[src/rtl/imem_loader_pkg.sv]
// Shared types and constants for the boot-time instruction-memory loader.
package imem_loader_pkg;

    typedef enum logic [2:0] {IDLE, HDR0, HDR1, LOAD, CHK, DONE, ERR} state_t;

    localparam int HDR_BYTES = 2;

    function automatic int bytes_per_word(input int inst_w);
        return inst_w / 8;
    endfunction

endpackage

[src/rtl/byte_packer.sv]
// Packs a byte stream into little-endian words; word_o is the completed word while word_done is high.
module byte_packer
    import imem_loader_pkg::*;
#(
    parameter int INST_W = 32
) (
    input  logic              clk,
    input  logic              rst,
    input  logic              clr,
    input  logic              en,
    input  logic [7:0]        data_i,
    output logic [INST_W-1:0] word_o,
    output logic              word_done
);

    localparam int BPW = bytes_per_word(INST_W);
    localparam int IW  = (BPW > 1) ? $clog2(BPW) : 1;

    logic [INST_W-1:0] sr;
    logic [IW-1:0]     idx;

    // Newest byte enters at the top, so the first byte ends up least significant.
    generate
        if (INST_W == 8) begin : g_single
            assign word_o = data_i;
        end else begin : g_multi
            assign word_o = {data_i, sr[INST_W-1:8]};
        end
    endgenerate

    assign word_done = en && (idx == IW'(BPW - 1));

    always_ff @(posedge clk or negedge rst) begin
        if (!rst) begin
            sr  <= '0;
            idx <= '0;
        end else if (clr) begin
            sr  <= '0;
            idx <= '0;
        end else if (en) begin
            sr  <= word_o;
            idx <= word_done ? '0 : idx + 1'b1;
        end
    end

endmodule

[src/rtl/imem_loader.sv]
// Streams a length-prefixed program into instruction memory, then releases the core.
// Optional trailing XOR checksum byte enabled by IMEM_LOADER_CHECKSUM_EN.
module imem_loader
    import imem_loader_pkg::*;
#(
    parameter int INST_W = 32,
    parameter int ADDR_W = 10
) (
    input  logic              clk,
    input  logic              rst,
    input  logic [7:0]        rx_data_i,
    input  logic              rx_valid_i,
    output logic              rx_ready_o,
    output logic              mem_we_o,
    output logic [ADDR_W-1:0] mem_addr_o,
    output logic [INST_W-1:0] mem_wdata_o,
    output logic              core_run_o,
    output logic              done_o,
    output logic              err_o
);

`ifdef IMEM_LOADER_CHECKSUM_EN
    localparam state_t FIN = CHK;
`else
    localparam state_t FIN = DONE;
`endif

    state_t            state, state_nx;
    logic [7:0]        n_lo;
    logic [15:0]       n_words, wcnt, hdr_n;
    logic [ADDR_W:0]   addr;
    logic              xfer, word_done, last_word;
    logic [INST_W-1:0] word;

    assign rx_ready_o = (state == HDR0) || (state == HDR1) || (state == LOAD) || (state == CHK);
    assign xfer       = rx_valid_i && rx_ready_o;
    assign hdr_n      = {rx_data_i, n_lo};
    assign last_word  = (17'(wcnt) + 17'd1) == 17'(n_words);
    assign core_run_o = (state == DONE);
    assign done_o     = (state == DONE);
    assign err_o      = (state == ERR);

    byte_packer #(.INST_W(INST_W)) u_packer (
        .clk       (clk),
        .rst       (rst),
        .clr       (state == HDR0),
        .en        (xfer && (state == LOAD)),
        .data_i    (rx_data_i),
        .word_o    (word),
        .word_done (word_done)
    );

`ifdef IMEM_LOADER_CHECKSUM_EN
    logic [7:0] csum;

    always_ff @(posedge clk or negedge rst) begin
        if (!rst)                        csum <= '0;
        else if (state == HDR0)          csum <= '0;
        else if (state == LOAD && xfer)  csum <= csum ^ rx_data_i;
    end
`endif

    always_ff @(posedge clk or negedge rst) begin
        if (!rst) state <= IDLE;
        else      state <= state_nx;
    end

    always_comb begin
        state_nx = state;
        case (state)
            IDLE: state_nx = HDR0;
            HDR0: if (xfer) state_nx = HDR1;
            HDR1: if (xfer) begin
                if (hdr_n == 16'd0)                         state_nx = FIN;
                else if (32'(hdr_n) > (32'd1 << ADDR_W))    state_nx = ERR;
                else                                        state_nx = LOAD;
            end
            LOAD: begin
                // The overflow arm is defensive; the header check already bounds N.
                if (word_done && addr[ADDR_W])    state_nx = ERR;
                else if (word_done && last_word)  state_nx = FIN;
            end
`ifdef IMEM_LOADER_CHECKSUM_EN
            CHK:  if (xfer) state_nx = (rx_data_i == csum) ? DONE : ERR;
`endif
            default: ;
        endcase
    end

    always_ff @(posedge clk or negedge rst) begin
        if (!rst) begin
            n_lo        <= '0;
            n_words     <= '0;
            wcnt        <= '0;
            addr        <= '0;
            mem_we_o    <= 1'b0;
            mem_addr_o  <= '0;
            mem_wdata_o <= '0;
        end else begin
            mem_we_o <= 1'b0;
            if (state == HDR0) begin
                wcnt <= '0;
                addr <= '0;
                if (xfer) n_lo <= rx_data_i;
            end
            if (state == HDR1 && xfer) n_words <= hdr_n;
            // Address and data hold between writes; only the enable is a pulse.
            if (word_done) begin
                mem_we_o    <= 1'b1;
                mem_addr_o  <= addr[ADDR_W-1:0];
                mem_wdata_o <= word;
                addr        <= addr + 1'b1;
                wcnt        <= wcnt + 16'd1;
            end
        end
    end

endmodule
[config.mk]
export PLATFORM = sky130hd
export DESIGN_NAME = imem_loader
export DESIGN_NICKNAME = d
export VERILOG_FILES = /design/src/rtl/imem_loader_pkg.sv /design/src/rtl/byte_packer.sv /design/src/rtl/imem_loader.sv
export SDC_FILE = /design/constraint.sdc
export NUM_CORES = 1
export LEC_CHECK = 0
export CAP_MARGIN = 20
export CORE_MARGIN = 2
export CORE_UTILIZATION = 45
export DETAILED_ROUTE_END_ITERATION = 6
export PLACE_DENSITY = 0.71
export SLEW_MARGIN = 20
export SYNTH_ARGS = -nofsm -noshare
export SYNTH_HDL_FRONTEND = slang
export SYNTH_SLANG_ARGS = --single-unit
[constraint.sdc]
create_clock -name clk -period 3.1 [get_ports clk]
set_input_delay 0.93 -clock clk [delete_from_list [all_inputs] [get_ports clk]]
set_output_delay 0.93 -clock clk [all_outputs]
set_load 0.01 [all_outputs]
# Word level (Yosys, flattened, before mapping)
# Index checks and enable logic that the tools add are counted.
# word_totals
regBits	131
wordCells	59
# classes
n_addsub	4
magnitude_cmp	1
n_reduce_logical	16
eq_ne	11
mux	17
# ops
cell	n
32-bit two-way mux	2
16-bit two-way mux	2
11-bit two-way mux	2
3-bit two-way mux	6
16-bit by 1-bit adder with 17-bit output (second input constant)	1
17-bit by 16-bit equality test with 1-bit output	1
16-bit by 1-bit adder with 16-bit output (second input constant)	1
16-bit by 11-bit > comparator with 1-bit output (second input constant)	1
16-bit logical NOT	1
3-bit one-hot mux with 4 select lines	1
11-bit by 1-bit adder with 11-bit output (second input constant)	1
3-bit equality test (second input constant)	3
3-bit by 2-bit equality test with 1-bit output (second input constant)	2
1-bit logical AND	6
2-bit two-way mux	3
2-bit != test (second input constant)	2
4-bit AND reduction	1
2-bit nonzero test	2
4-bit nonzero test	1
3-bit by 1-bit equality test with 1-bit output (second input constant)	1
3-bit logical NOT	1
1-bit logical OR	3
3-bit by 1-bit != test with 1-bit output (second input constant)	1
2-bit by 1-bit adder with 2-bit output (second input constant)	1
other kinds (3)	3

# Longest topological paths before layout
# logic_depth
word_depth	11
ltp_mapped	10
mapped_depth_nobuf	7

# Modules after synthesis
# A second synthesis with hierarchy kept.
# hier_totals
cells_unflattened	511
area_unflattened_um2	5818.1
# modules_own_cells
mod	cells_per_inst	area_each_um2	instances	seq_area_each_um2
imem_loader	417	4664.5	1	2427.3
byte_packer	94	1153.6	1	650.6

# Worst setup path after synthesis
# No wires, ideal clock.
# synth_path
path_type	input to register
from	input rx_valid_i
to	register state[1]
path_slack_ns	0.674
path_stages	7
setup_ns	0.125
arrival_time_ns	2.301
path_cell_list	and4b_1 > buf_4 > nand2_4 > or4_4 > a2111oi_2 > o2111a_1 > o21ai_1
# synth_between
elab_chain_len	6
elab_cells_between_ends	11
# synth_rtl
element	line_no	source
from (decl)	imem_loader.sv:12	input logic rx_valid_i,
1-bit logical AND *	imem_loader.sv:36	assign xfer = rx_valid_i && rx_ready_o;
1-bit logical AND	imem_loader.sv:47	.en (xfer && (state == LOAD)),
1-bit logical AND	byte_packer.sv:31	assign word_done = en && (idx == IW'(BPW - 1));
1-bit logical AND (on tied branches)	imem_loader.sv:80, imem_loader.sv:81	
3-bit by 1-bit != test with 1-bit output (no line) / 3-bit two-way mux (equally long branches)	n/a	
4-bit AND reduction (no line) / 3-bit one-hot mux with 4 select lines (equally long branches)	n/a	
to (signal assigned)	imem_loader.sv:65	else state <= state_nx;
to (decl)	imem_loader.sv:28	state_t state, state_nx;
# Mark *: on every way between the ends. The rest lies on a longest branch, timed or not.
# A chain may end at the register's enable or synchronous reset.

# Worst setup path in the final report
# layout_path
from	register state[1]
to	output rx_ready_o
# layout_between
elab_chain_len	4
elab_cells_between_ends	7
# layout_rtl
element	line_no	source
3-bit by 1-bit equality test with 1-bit output / 3-bit by 2-bit equality test with 1-bit output (equally long branches)	imem_loader.sv:35	assign rx_ready_o = (state == HDR0) || (state == HDR1) || (state == LOAD) || (state == CHK);
1-bit logical OR (2 in series)	imem_loader.sv:35	
1-bit logical OR *	imem_loader.sv:35	
to (decl)	imem_loader.sv:13	output logic rx_ready_o,
# Marked as above.

==> results.yml <==
layout:
  multi_input_area_sq_um: 2410
  n_fill_cell: 1124
  stdcell_count: 829
  num_antenna_cells: 0
  drive_above_1_share: 0.1279
  fin_util: 0.5569
  areaGrowthSynthToFinish_pct: 22.31
  final_net_count: 658
  seq_area_sq_um: 3078
cts:
  cts_max_level: 4
  cts_root_buffer: "clkbuf_16"
  cts_resized: 0
  clkTransAtPathRegs_ns: 0.06
  tritoncts: "yes"
  clock_sinks: 123
  clkLatencyLatePin_ns: 0.42
  clk_path_buf_depth: 2
  cts_hold_buf: 0
  cts_setup_buffers: 0
  numCtsBuffers: 17
timing:
  final-setup-viol-count: 0
  finalMaxSlewViolations: 0
  fmax_ghz: 0.3681
  tightest_slew_ns: 1.024
  fin_skew_ns: 0.007399
  worst_slack_ns: 0.3837
  slew_headroom: 0.3147
  hold_viol: 0
  rsz0062_at_grt: "false"
  final_min_period_over_clock_period: 0.8762
  final.setup.tns_ns: 0
  fin_crit_ns: 2.716
power_and_ir_drop:
  leakagePower_uw: 0.003334
  powerDensity_nw_per_um2: 734.8
  power_frac_clock: 0.358
  ir_worst_vdd_mv: 0.3617
  pwr-share-comb: 0.229
  p_int_uw: 3632
  p_total_uw: 5122
  swShare: 0.2909
  power.switching_uw: 1490
  p_seq_frac: 0.413
route:
  detail-route-antenna-nets: 0
  vias_per_cell: 5.423
  initialDrtViolationCount: 309
  drc: 0
  firstDrtPassIters: 4
  detail_route.wirelength_microns: 13120
  via_count: 4496
  wl_per_cell_microns: 15.82
worst_setup_path:
  arrival_ns: 1.79
  critical_path_class: "flip-flop to output port"
  startpoint_type: "flip-flop"
  path_buf_inv: 1
  cp_max_fo: 13
  crit_cells: 3
  reg2reg_depth: 7
  worstSetupEndpointType: "output port"
  crit_chain: "nor2_1 -> xnor2_1 -> clkdlybuf4s50_1"
  cpMaxStageDelayCell: "clkdlybuf4s50_1"
  crit_family: "buffers and inverters"
  cp.required_ns: 2.17
  cpPeakStageDelay_ns: 0.55
logic_synthesis:
  synth_cell_types: 59
  ys.warnings.count: 0
  seq_area_frac_synth: 0.5401
  postSynthCellCount: 592
  synthFlopType: "dfrtp_1"
  synth.area.top_cells: "dfrtp_1, nand2_1, mux2_2"
  netlist_area_sq_um: 5699
  ys_seq_elements: 123
  synthTopCellsByCount: "nand2_1, dfrtp_1, o21ai_0"
  synth_edf_count: 0
  synth.most_common_cell: "nand2_1"
  syn-num-nets: 606
  yosys.area.top_type: "dfrtp_1"
  synth_top_cell_area_share: 0.5401
  synth.avg_cell_area_sq_um: 9.627
  synthArstFlopShare: 1.000
global_routing:
  grt_max_degree: 63
  antenna_found_initial: 0
  grt_pass1_vias: 4408
  track_usage: 0.2119
  overflow: 0
  grt_first_pass_wirelength_microns: 22210
place:
  pre_cts_ws_ns: 0.03452
  io_buffers: 57
  hpwl_microns: 8894
  gp_congestion: 0.8795
  dp_cells: 797
hold_path:
  hold_path.class: "flip-flop to flip-flop"
  whs_path_depth: 2
die:
  coreArea_sq_um: 12520
  die_w_microns: 116.5
  die_h_microns: 116.5
  std_cell_rows: 41
  ios: 58
  die_area_sq_um: 13580
  initial_core_util: 0.4553
status:
  status: "completed"
flow_run:
  cap_violations: 0
path summary, 6_finish.rpt:
check,from,endpoint,slack (ns)
max reg2reg,wcnt[0],state[1],0.57
min,mem_addr_o[6],mem_addr_o[6],0.47
min reg2reg,mem_addr_o[6],mem_addr_o[6],0.47
min in group asynchronous,rst,mem_wdata_o[28],0.50
max in group asynchronous,rst,wcnt[5],1.90
max,state[1],rx_ready_o,0.38
flip-flops by register name, summed over array words and instances (netlist names):
signal and flops:
state 3, addr 11, n_words 16, u_packer.idx 2, n_lo 8, mem_addr_o 10, mem_we_o 1, mem_wdata_o 32
u_packer.sr 24, wcnt 16
placed cells by master, fill, tap and decap left out, types with 15 or more instances in the layout:
cell type and n:
nor2_1 22, a21oi_1 18, a22o_1 15, buf_4 16
nand2_1 185, clkbuf_16 17, clkdlybuf4s50_1 56, nand3_1 19
o21ai_0 37, mux2_2 23, dfrtp_1 123
cell families after synthesis:
logic type               count (synthesis)  synth area share
multiplexers                            24           0.04720
flip-flops                             123            0.5401
adder cells (fa/ha/maj)                  3          0.006587
AND/OR/NAND/NOR                        278            0.2198
buffers and inverters                   43           0.03864
AO/OA/AOI/OAI                           99            0.1126
XOR/XNOR                                22           0.03513
tightest hold or removal path, stage by stage, from the launching register on:
cell and delay (ns):
dfrtp_1 0.33, nand2_1 0.05, nand2_1 0.05
through the flow:
step | area, sq um | hold WS, ns
3_3_place_gp | 6412 | 0.4581
4_1_cts | 6968 | 0.4743
6_report | 6970 | 0.4669
3_5_place_dp | 6412 | 0.4611
2_1_floorplan | 5699 | 0.4386
5_1_grt | 6970 | 0.4950
power by group through the flow:
stage / registers [uW] / clock network, uW / logic [uW]
2_1_floorplan: 2200 / 0 / 482
3_3_place_gp: 2130 / 0 / 1150
3_5_place_dp: 2140 / 0 / 1180
4_1_cts: 2120 / 1870 / 1190
5_1_grt: 2160 / 1950 / 1300
6_report: 2120 / 1830 / 1170
metal layers:
layer / share of wire / vias to the layer above / GRT usage / wire [microns]
met4: 0.014 / 0 / 0.08549 / 185
met2: 0.47 / 148 / 0.3236 / 6170
met5: 0 / - / 0 / 0
met3: 0.048 / 16 / 0.04567 / 626
met1: 0.47 / 2202 / 0.2964 / 6133
li1: - / 2130 / - / -
layout make-up:
class	count	area share
clock inverter	11	0.01364
timing repair buffer	73	0.1005
inverter	3	0.001616
tap	172	0.03087
sequential	123	0.4416
multi-input combinational	426	0.3457
clock buffer	21	0.06606
(Power assumes the default switching activity.)
